### src/rtl/spi_reg_ctrl.sv
// Register-file controller behind a byte-level SPI slave: command byte, then burst write or read.
// Build option: define AUTOINC_EN so the address advances per data byte / tx_load; otherwise the address stays fixed for the frame.
module spi_reg_ctrl #(
  parameter int         NREGS   = 8,
  parameter logic [7:0] RST_VAL = 8'h00
) (
  input  logic               clk,
  input  logic               rst,
  input  logic               frame_start,
  input  logic               frame_end,
  input  logic               rx_valid,
  input  logic [7:0]         rx_data,
  input  logic               tx_load,
  output logic [7:0]         tx_data,
  output logic [8*NREGS-1:0] regs_flat,
  output logic               wr_stb,
  output logic [6:0]         wr_addr,
  output logic               busy
);

  typedef enum logic [1:0] {IDLE, CMD, WR, RD} state_t;

  state_t                 state, state_nxt;
  logic [6:0]             addr, addr_inc, addr_nxt;
  logic [NREGS-1:0][7:0]  regs;
  logic [7:0]             tx_nxt;
  logic                   wr_en;

  function automatic logic in_range(input logic [6:0] a);
    return {1'b0, a} < 8'(NREGS);
  endfunction

  // Unimplemented addresses read back as 0xFF.
  function automatic logic [7:0] rd(input logic [NREGS-1:0][7:0] r, input logic [6:0] a);
    logic [7:0] v;
    v = 8'hFF;
    for (int i = 0; i < NREGS; i++)
      if (a == 7'(i)) v = r[i];
    return v;
  endfunction

`ifdef AUTOINC_EN
  assign addr_inc = addr + 7'd1;
`else
  assign addr_inc = addr;
`endif

  always_ff @(posedge clk) begin
    if (rst) state <= IDLE;
    else     state <= state_nxt;
  end

  // frame_start outranks frame_end so a glitched SSEL always restarts cleanly.
  always_comb begin
    state_nxt = state;
    case (state)
      CMD:     if (rx_valid) state_nxt = rx_data[7] ? RD : WR;
      default: ;
    endcase
    if (frame_end)   state_nxt = IDLE;
    if (frame_start) state_nxt = CMD;
  end

  // A byte arriving with frame_end is still processed; one arriving with frame_start is abandoned.
  always_comb begin
    addr_nxt = addr;
    tx_nxt   = tx_data;
    wr_en    = 1'b0;
    case (state)
      CMD: begin
        if (tx_load) tx_nxt = 8'h00;
        if (rx_valid) begin
          addr_nxt = rx_data[6:0];
          if (rx_data[7]) tx_nxt = rd(regs, rx_data[6:0]);
        end
      end
      WR: if (rx_valid) begin
        wr_en    = in_range(addr);
        addr_nxt = addr_inc;
      end
      RD: if (tx_load) begin
        addr_nxt = addr_inc;
        tx_nxt   = rd(regs, addr_inc);
      end
      default: ;
    endcase
    if (frame_end) tx_nxt = 8'h00;
    if (frame_start) begin
      addr_nxt = addr;
      tx_nxt   = 8'h00;
      wr_en    = 1'b0;
    end
  end

  always_ff @(posedge clk) begin
    if (rst) begin
      addr    <= '0;
      regs    <= {NREGS{RST_VAL}};
      tx_data <= 8'h00;
      wr_stb  <= 1'b0;
      wr_addr <= '0;
      busy    <= 1'b0;
    end else begin
      addr    <= addr_nxt;
      tx_data <= tx_nxt;
      wr_stb  <= wr_en;
      if (wr_en) wr_addr <= addr;
      for (int i = 0; i < NREGS; i++)
        if (wr_en && addr == 7'(i)) regs[i] <= rx_data;
      if (frame_start)    busy <= 1'b1;
      else if (frame_end) busy <= 1'b0;
    end
  end

  assign regs_flat = regs;

endmodule
### config.mk
export PLATFORM = sky130hd
export DESIGN_NAME = spi_reg_ctrl
export DESIGN_NICKNAME = d
export VERILOG_FILES = /design/src/rtl/spi_reg_ctrl.sv
export SDC_FILE = /design/constraint.sdc
export NUM_CORES = 1
export LEC_CHECK = 0
export ABC_AREA = 1
export ABC_CLOCK_PERIOD_IN_PS = 1500
export CAP_MARGIN = 20
export CORE_MARGIN = 3
export CORE_UTILIZATION = 50
export CTS_CLUSTER_DIAMETER = 200
export CTS_CLUSTER_SIZE = 12
export DETAILED_ROUTE_END_ITERATION = 10
export DONT_BUFFER_PORTS = 1
export PLACE_DENSITY_LB_ADDON = 0.25
export RECOVER_POWER = 50
export REMOVE_ABC_BUFFERS = 1
export SLEW_MARGIN = 20
export SYNTH_ARGS = -nofsm -noshare
export SYNTH_HDL_FRONTEND = slang
export SYNTH_SLANG_ARGS = --single-unit
### constraint.sdc
create_clock -name clk -period 1.5 [get_ports clk]
set_input_delay 0.225 -clock clk [delete_from_list [all_inputs] [get_ports clk]]
set_output_delay 0.225 -clock clk [all_outputs]
set_load 0.05 [all_outputs]
=== Word level (Yosys, flattened, before mapping) ===
Index checks and enable logic that the tools add are counted.

* Logic and storage cells: 85
* Input port bits: 14
* Register bits: 90
* Output and inout port bits: 81

* Order comparisons: 1
* Equal/unequal tests: 18
* Multiplexer cells: 31
* Bitwise gates (word level): 1
* Reductions and logical operators: 19

{| class="wikitable"
|+ Operators with widths
! operator !! count
|-
| 8-bit two-way mux || 20
|-
| 7-bit by 3-bit == test with 1-bit output (second input constant) || 8
|-
| 7-bit by 2-bit == test with 1-bit output (second input constant) || 4
|-
| 8-bit case mux with 2 select lines || 1
|-
| 7-bit by 1-bit == test with 1-bit output (second input constant) || 2
|-
| 7-bit zero test || 2
|-
| 1-bit two-way mux || 10
|-
| 1-bit logical AND || 8
|-
| 7-bit by 4-bit less-than comparator with 1-bit output (second input constant) || 1
|-
| 2-bit AND reduction || 3
|-
| 3-bit nonzero test || 2
|-
| 2-bit == test (second input constant) || 2
|-
| 2-bit nonzero test || 2
|-
| 3-bit AND reduction || 1
|-
| 3-bit OR reduction || 1
|-
| 2-bit by 1-bit == test with 1-bit output (second input constant) || 1
|-
| 2-bit != test (second input constant) || 1
|-
| 1-bit inverter || 1
|}

=== Depth between registers and ports, before layout ===
Gate-level depths: netlist of run 1.

* Word-level depth: 12
* Mapped depth: 14
* Gate-level depth less buffers: 13

=== Worst setup path after synthesis of run 1 ===
Ideal clock, no wire load.

* Path type: register to register
* Start point: register addr[6]
* End point: register tx_data[2]
* Library setup time: 0.122 ns
* Setup slack: 0.053 ns
* Stages on the path, launching flop included: 13
* Data required time: 1.378 ns
* Arrival: 1.325 ns
* Buffers on the path: 2
* Clock period less this slack: 1.447 ns
* Path through: dfxtp_1 -> nor2_1 -> nand2_2 -> inv_2 -> buf_4 -> nand2_1 -> inv_2 -> buf_2 -> nand2_1 -> nand4_1 -> nor2_1 -> nor2_1 -> a21oi_2

* Word-level cells in the longest chain between the ends: 11
* Elaborated cells between the ends (all ways): 18
* Those cells by class: eq/ne (7); mux (10); reduce/logical (1)

{| class="wikitable"
|+ RTL lines
! item !! line !! RTL
|-
| start, declared || 24 || <nowiki>logic [6:0] addr, addr_inc, addr_nxt;</nowiki>
|-
| start signal, assigned || 104 || <nowiki>addr <= addr_nxt;</nowiki>
|-
| 7-bit zero test || 38 || <nowiki>if (a == 7'(i)) v = r[i];</nowiki>
|-
| 8-bit two-way mux (7 in series) || 38 ||
|-
| 8-bit two-way mux (*) || 38 ||
|-
| 8-bit two-way mux (*) || 81 || <nowiki>RD: if (tx_load) begin</nowiki>
|-
| 8-bit case mux with 2 select lines (*) || 69 || <nowiki>case (state)</nowiki>
|-
| end signal, assigned || 105 || <nowiki>tx_data <= tx_nxt;</nowiki>
|-
| end, declared || 14 || <nowiki>output logic [7:0] tx_data,</nowiki>
|}

Every way passes the cells marked *; elsewhere a longest branch is shown, timed or not. The select of a mux whose other input is x is not followed.
A chain may end at the register's enable or synchronous reset.

=== Worst setup path in the final report of run 1 ===
* Start point: register addr[5]
* End point: register regs, in the netlist regs_flat[58]

* Word-level cells in the longest chain between the ends: 5
* Elaborated cells between the ends (all ways): 6
* Those cells by class: order compare (1); eq/ne (1); mux (3); reduce/logical (1)

{| class="wikitable"
|+ RTL lines
! item !! line !! RTL
|-
| 7-bit by 4-bit less-than comparator with 1-bit output || 30 || <nowiki>return {1'b0, a} < 8'(NREGS);</nowiki>
|-
| 1-bit two-way mux || 77 || <nowiki>WR: if (rx_valid) begin</nowiki>
|-
| 1-bit two-way mux || 69 ||
|-
| 1-bit two-way mux || 88 || <nowiki>if (frame_start) begin</nowiki>
|-
| 1-bit logical AND (*) || 109 || <nowiki>if (wr_en && addr == 7'(i)) regs[i] <= rx_data;</nowiki>
|-
| end signal, assigned || 98 || <nowiki>regs <= {NREGS{RST_VAL}};</nowiki>
|-
| end signal, assigned by index || 109 ||
|-
| end, declared || 25 || <nowiki>logic [NREGS-1:0][7:0] regs;</nowiki>
|}

Every way passes the cells marked *; elsewhere a longest branch is shown, timed or not.

==> impl_metrics.ini, run 1 <==
[power_and_ir_drop]
vdd_ir_drop_max_uv = 567
total_leakage_power_uw = 0.00286
power.density_cell_area_nw_per_um2 = 775

[global_routing]
antenna_found_initial = 0
groute.usage.overall = 0.303
global_route.overflow_total = 0
number_of_global_route_vias_before_repair = 5085
grt_start_max_net_pins = 35
grt_pass1_wl_mm = 25.1

[yosys]
post_synth_xor_area_fraction = 0
yosys_register_bits = 90
netlist-cell-type-count = 28
post_synth_fa_ha_maj_area_fraction = 0
dominant_combinational_cell_family_by_area_after_synthesis = simple AND/OR/NAND/NOR gates
ys_warn_count = 0
async_reset_ff_frac = 0
synth.area.mux_share = 0
simple_logic_cell_fraction_of_the_synthesized_area = 0.285
synth_flop_cell = sky130_fd_sc_hd__dfxtp_1
synth_sequential_area_ratio = 0.384
synth_area_per_cell_um2 = 6.54
post_synth_instance_area_um2 = 4700
synth-compound-area-share = 0.208
syn_inst = 718
post_synth_edffs = 0

[sta]
grt_setup_unrepaired = yes
hold_viol = 13
worst_slack_ns = -0.179
setup_viol = 72
final.min_clock_period_ns = 1.68
final-max-slew-violation-count = 0
worst_slew_margin_relative_to_its_limit = 0.646
timing.hold.ws_ns = -0.0779
setup_tns_after_final_layout_ns = -4.35
clock_skew_ns = 0.0121
worst-slew-pin-transition_ns = 0.530
final_min_period_over_clock_period = 1.12
max_clock_freq_ghz = 0.596

[placed_design]
place.port_buffers = 0
dp_hpwl_mm = 11.5
dpl-instance-area_um2 = 5660
place_congestion = 0.909
place_worst_setup_slack_ns = -0.285
dp_cells = 922

[hold_path]
hold_start = rst
hp-class = in2reg
worstHoldPathCells = 1
worstHoldEndpoint = regs_flat[63]$_SDFFE_PP0P_

[setup_path]
cpPeakStageDelay_ns = 0.34
path_buf_inv = 7
setup.worst_path.end_class = register
critical_path_peak_fanout = 8
reg2reg_setup_slack_ns = -0.18
timing.rr.start = addr[5]$_SDFFE_PP0P_
worst_path_max_delay_cell = sky130_fd_sc_hd__dfxtp_2
arrival_ns = 1.97
cpLargestDelayFamily = buffers and inverters
crit_path_start_kind = register
required_ns = 1.79
critical_path_class = reg2reg
worst_r2r_endpoint = regs_flat[58]$_SDFFE_PP0P_
cp_cell_sequence = inv_1, nand2_2, clkinv_4, buf_6, buf_6, nand2_8, clkinv_8, buf_12, nand2_8, buf_12, nand2_4, a21oi_2
r2r_cells = 12

[final_layout]
mostFrequentLayoutCells = sky130_fd_sc_hd__nand2_1 (124), sky130_fd_sc_hd__inv_1 (88), sky130_fd_sc_hd__dfxtp_1 (83)
drive_gt1_frac = 0.362
multi_input_comb_area_um2 = 2850
final-seq-area_um2 = 1810
diodes = 0
area_growth_pct = 41.3
final_cell_count_no_fill = 965
final_area_um2 = 6640
final_net_count = 866
n_fill_cell = 712
mostFrequentLayoutCell = sky130_fd_sc_hd__nand2_1

[cts]
worst_skew_pair.late_latency_ns = 0.36
root_buffer = sky130_fd_sc_hd__clkbuf_8
clock-sinks = 90
tritoncts = done
clk_transition_reported_paths_ns = 0.10
post_cts_hold_buffer_count = 3
cts-buffers-inserted = 9
htree_levels = 3
clk_path_buf_depth = 2

[route]
route.vias.total = 5521
wirelength_mm = 17.4
detailroute.wirelength.met3_mm = 1.65
drc = 0
met1_length_mm = 7.04
drt-initial-drc-count = 430
drt_pass1_iterations = 5
post_drt_wl_per_cell_um = 18.0
met2RoutedLength_mm = 8.16
route.detailed.vias_per_inst = 5.72
antenna_violating_nets_remaining = 0
top_layer_used = met4

[die]
die-height_um = 103
die-area_um2 = 10600
boundary_pins = 95
floorplan.core_area_um2 = 8930
die_w_um = 103
std_cell_rows = 34
initial_utilization = 0.526

[job]
max-cap-violations = 0

[run_status]
violations_in_the_final_reports = negative hold slack, negative setup slack
run_status = complete, but fails checks
[metrics by stage]
stage           util  total power [uW]
4_1_cts        0.703              5030
5_1_grt        0.743              5270
6_report       0.743              5140
3_3_place_gp   0.633              2950
2_1_floorplan      -              2790
3_5_place_dp   0.633              2960
[cell families after synthesis]
| group | count (synthesis) |
|---|---|
| AOI/OAI and AO/OA | 190 |
| buffers and inverters | 139 |
| and+or+nand+nor | 299 |
| DFF | 90 |
[sequential cells by signal, summed over array words and instances (netlist names)]
| name | flops |
|---|---|
| tx_data | 8 |
| wr_stb | 1 |
| busy | 1 |
| state | 2 |
| regs_flat | 64 |
| wr_addr | 7 |
| addr | 7 |
[area by class of cell]
type / instances / share of cell area
Tap cell: 108 / 0.0204
Inverter: 106 / 0.0645
Clock inverter: 4 / 0.0149
Clock buffer: 12 / 0.0219
Timing Repair Buffer: 151 / 0.175
Sequential cell: 90 / 0.273
Timing Repair inverter: 1 / 0.00113
Multi-Input combinational cell: 493 / 0.429
[worst max-delay path by stage]
stage / end / depth (start not counted) / slack [ns] / startpoint
finish: regs_flat[58]$_SDFFE_PP0P_ / 12 / -0.18 / addr[5]$_SDFFE_PP0P_
floorplan: regs_flat[32]$_SDFFE_PP0P_ / 8 / -0.28 / addr[6]$_SDFFE_PP0P_
CTS: tx_data[6]$_SDFFE_PP0P_ / 12 / -0.07 / addr[4]$_SDFFE_PP0P_
global route: regs_flat[58]$_SDFFE_PP0P_ / 12 / -0.22 / addr[4]$_SDFFE_PP0P_
detailed placement: regs_flat[11]$_SDFFE_PP0P_ / 9 / -0.28 / addr[3]$_SDFFE_PP0P_
global placement: regs_flat[10]$_SDFFE_PP0P_ / 9 / -0.20 / addr[3]$_SDFFE_PP0P_
[cells in the mapped netlist (11+ instances only)]
library cell / n / area (um^2)
sky130_fd_sc_hd__o21ai_0: 87 / 435
sky130_fd_sc_hd__nand2_2: 11 / 68.8
sky130_fd_sc_hd__nor2_1: 46 / 173
sky130_fd_sc_hd__nand3_1: 64 / 320
sky130_fd_sc_hd__o21ai_1: 11 / 55.1
sky130_fd_sc_hd__inv_2: 11 / 41.3
sky130_fd_sc_hd__nand2_1: 147 / 552
sky130_fd_sc_hd__dfxtp_1: 90 / 1800
sky130_fd_sc_hd__clkbuf_1: 12 / 45.0
sky130_fd_sc_hd__buf_2: 13 / 65.1
sky130_fd_sc_hd__inv_1: 93 / 349
sky130_fd_sc_hd__a21oi_1: 84 / 420
sky130_fd_sc_hd__nand4_1: 16 / 100
[layer usage]
metal,up-vias,global-route usage
li1,2616,-
met1,2564,0.396
met2,294,0.498
met3,47,0.0514
met4,0,0.122
met5,-,0
[report_power, final]
group | total (uW) | internal [uW] | switching [uW]
clock network | 2050 | 1160 | 893
logic | 663 | 254 | 409
registers | 2420 | 2400 | 20.0
[what timing repair did]
item / 4_1_cts / 5_1_grt
hold endpoints to repair: 16 / 13
endpoints found under the setup margin: 75 / 76
resized for setup: 104 / 117
gates cloned: 2 / 3
pin swaps: 22 / 19
buffers inserted: 9 / 12
Note: power is estimated with default switching activity, not from simulation.
==> run 2, diff against run 1 <==
--- a/config.mk
+++ b/config.mk
@@ -14,9 +14,11 @@
 export CTS_CLUSTER_SIZE = 12
 export DETAILED_ROUTE_END_ITERATION = 10
 export DONT_BUFFER_PORTS = 1
+export GPL_TIMING_DRIVEN = 0
 export PLACE_DENSITY_LB_ADDON = 0.25
-export RECOVER_POWER = 50
+export RECOVER_POWER = 100
 export REMOVE_ABC_BUFFERS = 1
+export SETUP_SLACK_MARGIN = 0.15
 export SLEW_MARGIN = 20
 export SYNTH_ARGS = -nofsm -noshare
 export SYNTH_HDL_FRONTEND = slang
==> impl_metrics.ini, run 2 (same netlist as run 1, synthesis figures left out) <==
[run_status]
run_status = complete, but fails checks
violations_in_the_final_reports = design-rule violations, negative setup slack

[cts]
worst_skew_pair.late_latency_ns = 0.36
clk_path_buf_depth = 2
clk_transition_reported_paths_ns = 0.09
clock-sinks = 90
htree_levels = 3
cts-buffers-inserted = 9
root_buffer = sky130_fd_sc_hd__clkbuf_8
tritoncts = done

[final_layout]
mostFrequentLayoutCell = sky130_fd_sc_hd__nand2_1
drive_gt1_frac = 0.337
final_net_count = 777
mostFrequentLayoutCells = sky130_fd_sc_hd__nand2_1 (129), sky130_fd_sc_hd__inv_1 (86), sky130_fd_sc_hd__dfxtp_1 (59)
area_growth_pct = 35.1
diodes = 0
max_ffs_per_register = 64

[setup_path]
setup.worst_path.end_class = register
reg2reg_setup_slack_ns = -0.15
arrival_ns = 1.91
critical_path.startpoint = addr[6]$_SDFFE_PP0P_
crit_path_start_kind = register
r2r_cells = 11
required_ns = 1.75
last_element_of_the_critical_path = tx_data[7]$_SDFFE_PP0P_
worst_r2r_endpoint = tx_data[7]$_SDFFE_PP0P_
critical_path_class = reg2reg
timing.rr.start = addr[6]$_SDFFE_PP0P_
critical_path_peak_fanout = 4

[route]
route.detailed.vias_per_inst = 6.26
drc = 1
antenna_violating_nets_remaining = 0
drt_pass1_iterations = 11
drt-initial-drc-count = 672
route.vias.total = 5487
wirelength_mm = 18.4
post_drt_wl_per_cell_um = 21.0

[sta]
final-max-slew-violation-count = 0
grt_setup_unrepaired = yes
final.min_clock_period_ns = 1.65
worst_slack_ns = -0.154
setup_tns_after_final_layout_ns = -2.66
clock_skew_ns = 0.0129
timing.hold.ws_ns = 0.00680
hold_viol = 0
max_clock_freq_ghz = 0.605
final_min_period_over_clock_period = 1.10
worst-slew-pin-transition_ns = 0.931
setup_viol = 55
worst_slew_margin_relative_to_its_limit = 0.378

[placed_design]
place_congestion = 0.960
place.port_buffers = 0
dp_hpwl_mm = 10.2

[die]
floorplan.core_area_um2 = 8930
die-height_um = 103
die_w_um = 103
die-area_um2 = 10600
initial_utilization = 0.526
std_cell_rows = 34
boundary_pins = 95

[power_and_ir_drop]
total_leakage_power_uw = 0.00238
power.density_cell_area_nw_per_um2 = 734
vdd_ir_drop_max_uv = 609

[job]
max-cap-violations = 0

[global_routing]
number_of_global_route_vias_before_repair = 4758
groute.usage.overall = 0.298
antenna_found_initial = 0
global_route.overflow_total = 0
grt_start_max_net_pins = 57
grt_pass1_wl_mm = 24.2

[hold_path]
hp-class = in2reg
-- run 2: cell types whose count changed in the layout (fill, tap and decap cells not counted), sizes merged --
cell / delta
clkinvlp: +2
clkbuf: -48
nand2: +3
inv: +3
nor2: +1
buf: -56
bufinv: -3
clkinv: +4
nand3: -1
dlygate4sd3: +6
-- run 2: area by class of cell --
cell class                 instances  area, um^2
clock buffer                      11         141
timing repair buffer              54         568
timing repair inverter             6        81.3
multi-input combinational        496        3090
sequential                        90        1850
inverter                         106         457
fill                             679        2590
tap                              108         135
clock inverter                     5        30.0
-- run 2: metrics by stage --
stage / utilization / std cells / worst slack [ns] / instance area (um^2) / total power (uW)
global placement: 0.520 / 793 / -0.788 / 4650 / 2880
finish: 0.710 / 876 / -0.154 / 6340 / 4660
global route: 0.710 / 876 / -0.208 / 6340 / 4790
CTS: 0.630 / 850 / -0.0960 / 5630 / 4510
detailed placement: 0.523 / 795 / -0.805 / 4670 / 2890
floorplan: - / 685 / -0.278 / 4510 / 2790
-- run 2: worst max-delay path, stage by stage, from the launching register on --
cell                      delay [ns]
sky130_fd_sc_hd__dfxtp_2        0.34
sky130_fd_sc_hd__nor2_4         0.12
sky130_fd_sc_hd__nand2_4        0.10
sky130_fd_sc_hd__nor3_4         0.34
sky130_fd_sc_hd__buf_6          0.16
sky130_fd_sc_hd__nand2_2        0.04
sky130_fd_sc_hd__nand3_2        0.06
sky130_fd_sc_hd__nor2_2         0.04
sky130_fd_sc_hd__nand4_1        0.10
sky130_fd_sc_hd__nor2_1         0.06
sky130_fd_sc_hd__nor2_1         0.12
sky130_fd_sc_hd__a21oi_2        0.06
-- run 2: timing repair --
item | 4_1_cts | 5_1_grt
endpoints found under the setup margin | 84 | 86
cloned | 8 | 6
hold buffers | 8 | 1
pin swaps | 33 | 29
gates resized for setup | 171 | 134
setup buffers | 23 | 19
hold endpoints to repair | 18 | 1
-- run 2: how the worst min path moves through the flow --
stage	start	slack (ns)	cells past startpoint	end
3_3_place_gp	rst	0.30	1	regs_flat[48]$_SDFFE_PP0P_
5_1_grt	rx_data[5]	0.007	2	regs_flat[13]$_SDFFE_PP0P_
6_report	rx_data[2]	0.007	2	regs_flat[58]$_SDFFE_PP0P_
3_5_place_dp	rst	0.30	1	busy$_SDFFE_PP0P_
4_1_cts	rx_data[5]	0.009	2	regs_flat[13]$_SDFFE_PP0P_
2_1_floorplan	rst	0.29	1	busy$_SDFFE_PP0P_
-- run 2: per-layer routing --
metal / part of all wire / track usage / wire (um) / vias to the layer above
met5: 0 / 0 / 0 / -
met4: 0.048 / 0.125 / 881 / 0
met3: 0.13 / 0.0846 / 2380 / 90
met2: 0.46 / 0.481 / 8500 / 425
met1: 0.36 / 0.373 / 6650 / 2516
li1: - / - / - / 2456
-- run 2: where the power goes --
| group | switching (uW) | internal [uW] | leakage [uW] |
|---|---|---|---|
| clock network | 888 | 641 | 0.0000851 |
| logic | 426 | 259 | 0.00155 |
| registers | 42.4 | 2400 | 0.000742 |
==> run 3, diff against run 2 <==
--- a/config.mk
+++ b/config.mk
@@ -17,7 +17,6 @@
 export GPL_TIMING_DRIVEN = 0
 export PLACE_DENSITY_LB_ADDON = 0.25
 export RECOVER_POWER = 100
-export REMOVE_ABC_BUFFERS = 1
 export SETUP_SLACK_MARGIN = 0.15
 export SLEW_MARGIN = 20
 export SYNTH_ARGS = -nofsm -noshare
==> impl_metrics.ini, run 3 (same netlist as run 1, synthesis figures left out) <==
[run_status]
run_status = complete, but fails checks
violations_in_the_final_reports = negative hold slack, negative setup slack

[final_layout]
area_growth_pct = 35.8
final_core_util = 0.714
multi_input_comb_area_um2 = 2910
mostFrequentLayoutCell = sky130_fd_sc_hd__nand2_1
mostFrequentLayoutCells = sky130_fd_sc_hd__nand2_1 (132), sky130_fd_sc_hd__inv_1 (89), sky130_fd_sc_hd__dfxtp_1 (62)
n_fill_cell = 703
final-seq-area_um2 = 1840
max_ffs_per_register = 64
drive_gt1_frac = 0.335
final_net_count = 790
diodes = 0

[setup_path]
setup.worst_path.end_class = register
critical_path_class = reg2reg
required_ns = 1.77
crit_path_start_kind = register
r2r_cells = 11
critical_path_peak_fanout = 6
arrival_ns = 1.92

[power_and_ir_drop]
power_frac_seq = 0.472
power.density_cell_area_nw_per_um2 = 812
power.switching_fraction = 0.274
comb_power_share = 0.140
power.net_switching_uw = 1420
vdd_ir_drop_max_uv = 502
intPower_uw = 3760
clock_power_share = 0.388
total_leakage_power_uw = 0.00249

[sta]
worst-slew-pin-transition_ns = 0.747
hold_viol = 1
final-max-slew-violation-count = 0
grt_setup_unrepaired = yes
setup_viol = 72
timing.hold.ws_ns = -0.00701
clock_skew_ns = 0.0111
max_clock_freq_ghz = 0.604
final.min_clock_period_ns = 1.65
worst_slack_ns = -0.154
worst_slew_margin_relative_to_its_limit = 0.502
final_min_period_over_clock_period = 1.10

[placed_design]
place_congestion = 0.909
place.port_buffers = 0
place_worst_setup_slack_ns = -0.342
dp_hpwl_mm = 11.8

[die]
floorplan.core_area_um2 = 8930
die-height_um = 103
boundary_pins = 95
std_cell_rows = 34
die_w_um = 103
die-area_um2 = 10600
initial_utilization = 0.526

[global_routing]
grt_start_max_net_pins = 15
global_route.overflow_total = 0
antenna_found_initial = 0
groute.usage.overall = 0.309
number_of_global_route_vias_before_repair = 4686
grt_pass1_wl_mm = 25.1

[route]
drt_pass1_iterations = 5
wirelength_mm = 18.4
drt-initial-drc-count = 460
post_drt_wl_per_cell_um = 20.7
antenna_violating_nets_remaining = 0
route.detailed.vias_per_inst = 6.10
route.vias.total = 5423
drc = 0

[cts]
cts-buffers-inserted = 9
worst_skew_pair.late_latency_ns = 0.37
htree_levels = 3
root_buffer = sky130_fd_sc_hd__clkbuf_8
clk_transition_reported_paths_ns = 0.09
clk_path_buf_depth = 2
clock-sinks = 90
tritoncts = done

[hold_path]
hp-class = in2reg
worstHoldPathCells = 2

[job]
max-cap-violations = 0

[yosys]
syn_nets = 732
-- run 3: cell types whose count changed in the layout (fill, tap and decap cells not counted), moves of 5 or more --
cell                            delta
sky130_fd_sc_hd__a21oi_1           -7
sky130_fd_sc_hd__buf_6             +7
sky130_fd_sc_hd__dlygate4sd3_1     -8
sky130_fd_sc_hd__buf_2             +7
sky130_fd_sc_hd__o21ai_1          +12
sky130_fd_sc_hd__a21oi_2           +7
sky130_fd_sc_hd__nor2_2            +5
sky130_fd_sc_hd__clkbuf_1          +7
sky130_fd_sc_hd__o21ai_2          -12
sky130_fd_sc_hd__nand2_8           -5
-- run 3: stage by stage --
step / hold WS [ns] / instance area [um^2] / TNS, ns / total power [uW] / std cells
2_1_floorplan: 0.363 / 4800 / 0 / 2850 / 718
3_3_place_gp: 0.376 / 4940 / -19.36 / 2980 / 826
3_5_place_dp: 0.380 / 4940 / -17.98 / 2990 / 826
4_1_cts: 0.0116 / 5690 / -3.37 / 4980 / 869
5_1_grt: 0.00684 / 6380 / -10.44 / 5340 / 889
6_report: -0.00701 / 6380 / -5.06 / 5180 / 889
-- run 3: path summary, 6_finish.rpt --
path,from,end,slack [ns]
setup / recovery,addr[6]$_SDFFE_PP0P_,tx_data[4]$_SDFFE_PP0P_,-0.15
hold reg to reg,addr[1]$_SDFFE_PP0P_,wr_addr[1]$_SDFFE_PP0P_,0.54
setup reg to reg,addr[6]$_SDFFE_PP0P_,tx_data[4]$_SDFFE_PP0P_,-0.15
hold / removal,frame_start,state[0]$_SDFFE_PP0P_,-0.007
-- run 3: routing by layer --
metal / vias up / global-route usage / share of wire
met1: 2559 / 0.408 / 0.40
met4: 0 / 0.133 / 0.046
li1: 2464 / - / -
met2: 318 / 0.471 / 0.46
met3: 82 / 0.0907 / 0.096
met5: - / 0 / 0
-- run 3: power by group through the flow --
stage	Sequential, uW	Combinational, uW	Clock, uW
floorplan	2490	354	0
global placement	2500	480	0
detailed placement	2500	489	0
CTS	2440	553	1990
global route	2450	772	2120
finish	2440	724	2010
-- run 3: area by class of cell --
| type | instances | share of cell area |
|---|---|---|
| clock buffer | 10 | 0.0200 |
| inverter | 106 | 0.0675 |
| tap | 108 | 0.0212 |
| sequential | 90 | 0.289 |
| clock inverter | 6 | 0.0165 |
| timing repair inverter | 1 | 0.000981 |
| buffer | 33 | 0.0467 |
| multi-input combinational | 490 | 0.456 |
| timing repair buffer | 45 | 0.0824 |
-- run 3: timing repair --
| item | in CTS | in global routing |
|---|---|---|
| endpoints found under the hold margin | 1 | 0 |
| pin swaps | 16 | 38 |
| resized for setup | 101 | 161 |
| hold buffers | 1 | 0 |
| gates cloned | 7 | 9 |
| buffers inserted | 19 | 11 |
| setup endpoints to repair | 86 | 88 |
-- run 3: critical path, stage by stage (launching register included) --
cell and delay [ns]:
sky130_fd_sc_hd__dfxtp_2 0.33, sky130_fd_sc_hd__nor2_2 0.11, sky130_fd_sc_hd__nand2_2 0.11, sky130_fd_sc_hd__inv_4 0.11, sky130_fd_sc_hd__buf_12 0.15, sky130_fd_sc_hd__nand2_4 0.07
sky130_fd_sc_hd__o21ai_1 0.18, sky130_fd_sc_hd__inv_1 0.08, sky130_fd_sc_hd__nand4_1 0.10, sky130_fd_sc_hd__nand2_1 0.08, sky130_fd_sc_hd__a21oi_2 0.16, sky130_fd_sc_hd__a21oi_2 0.07
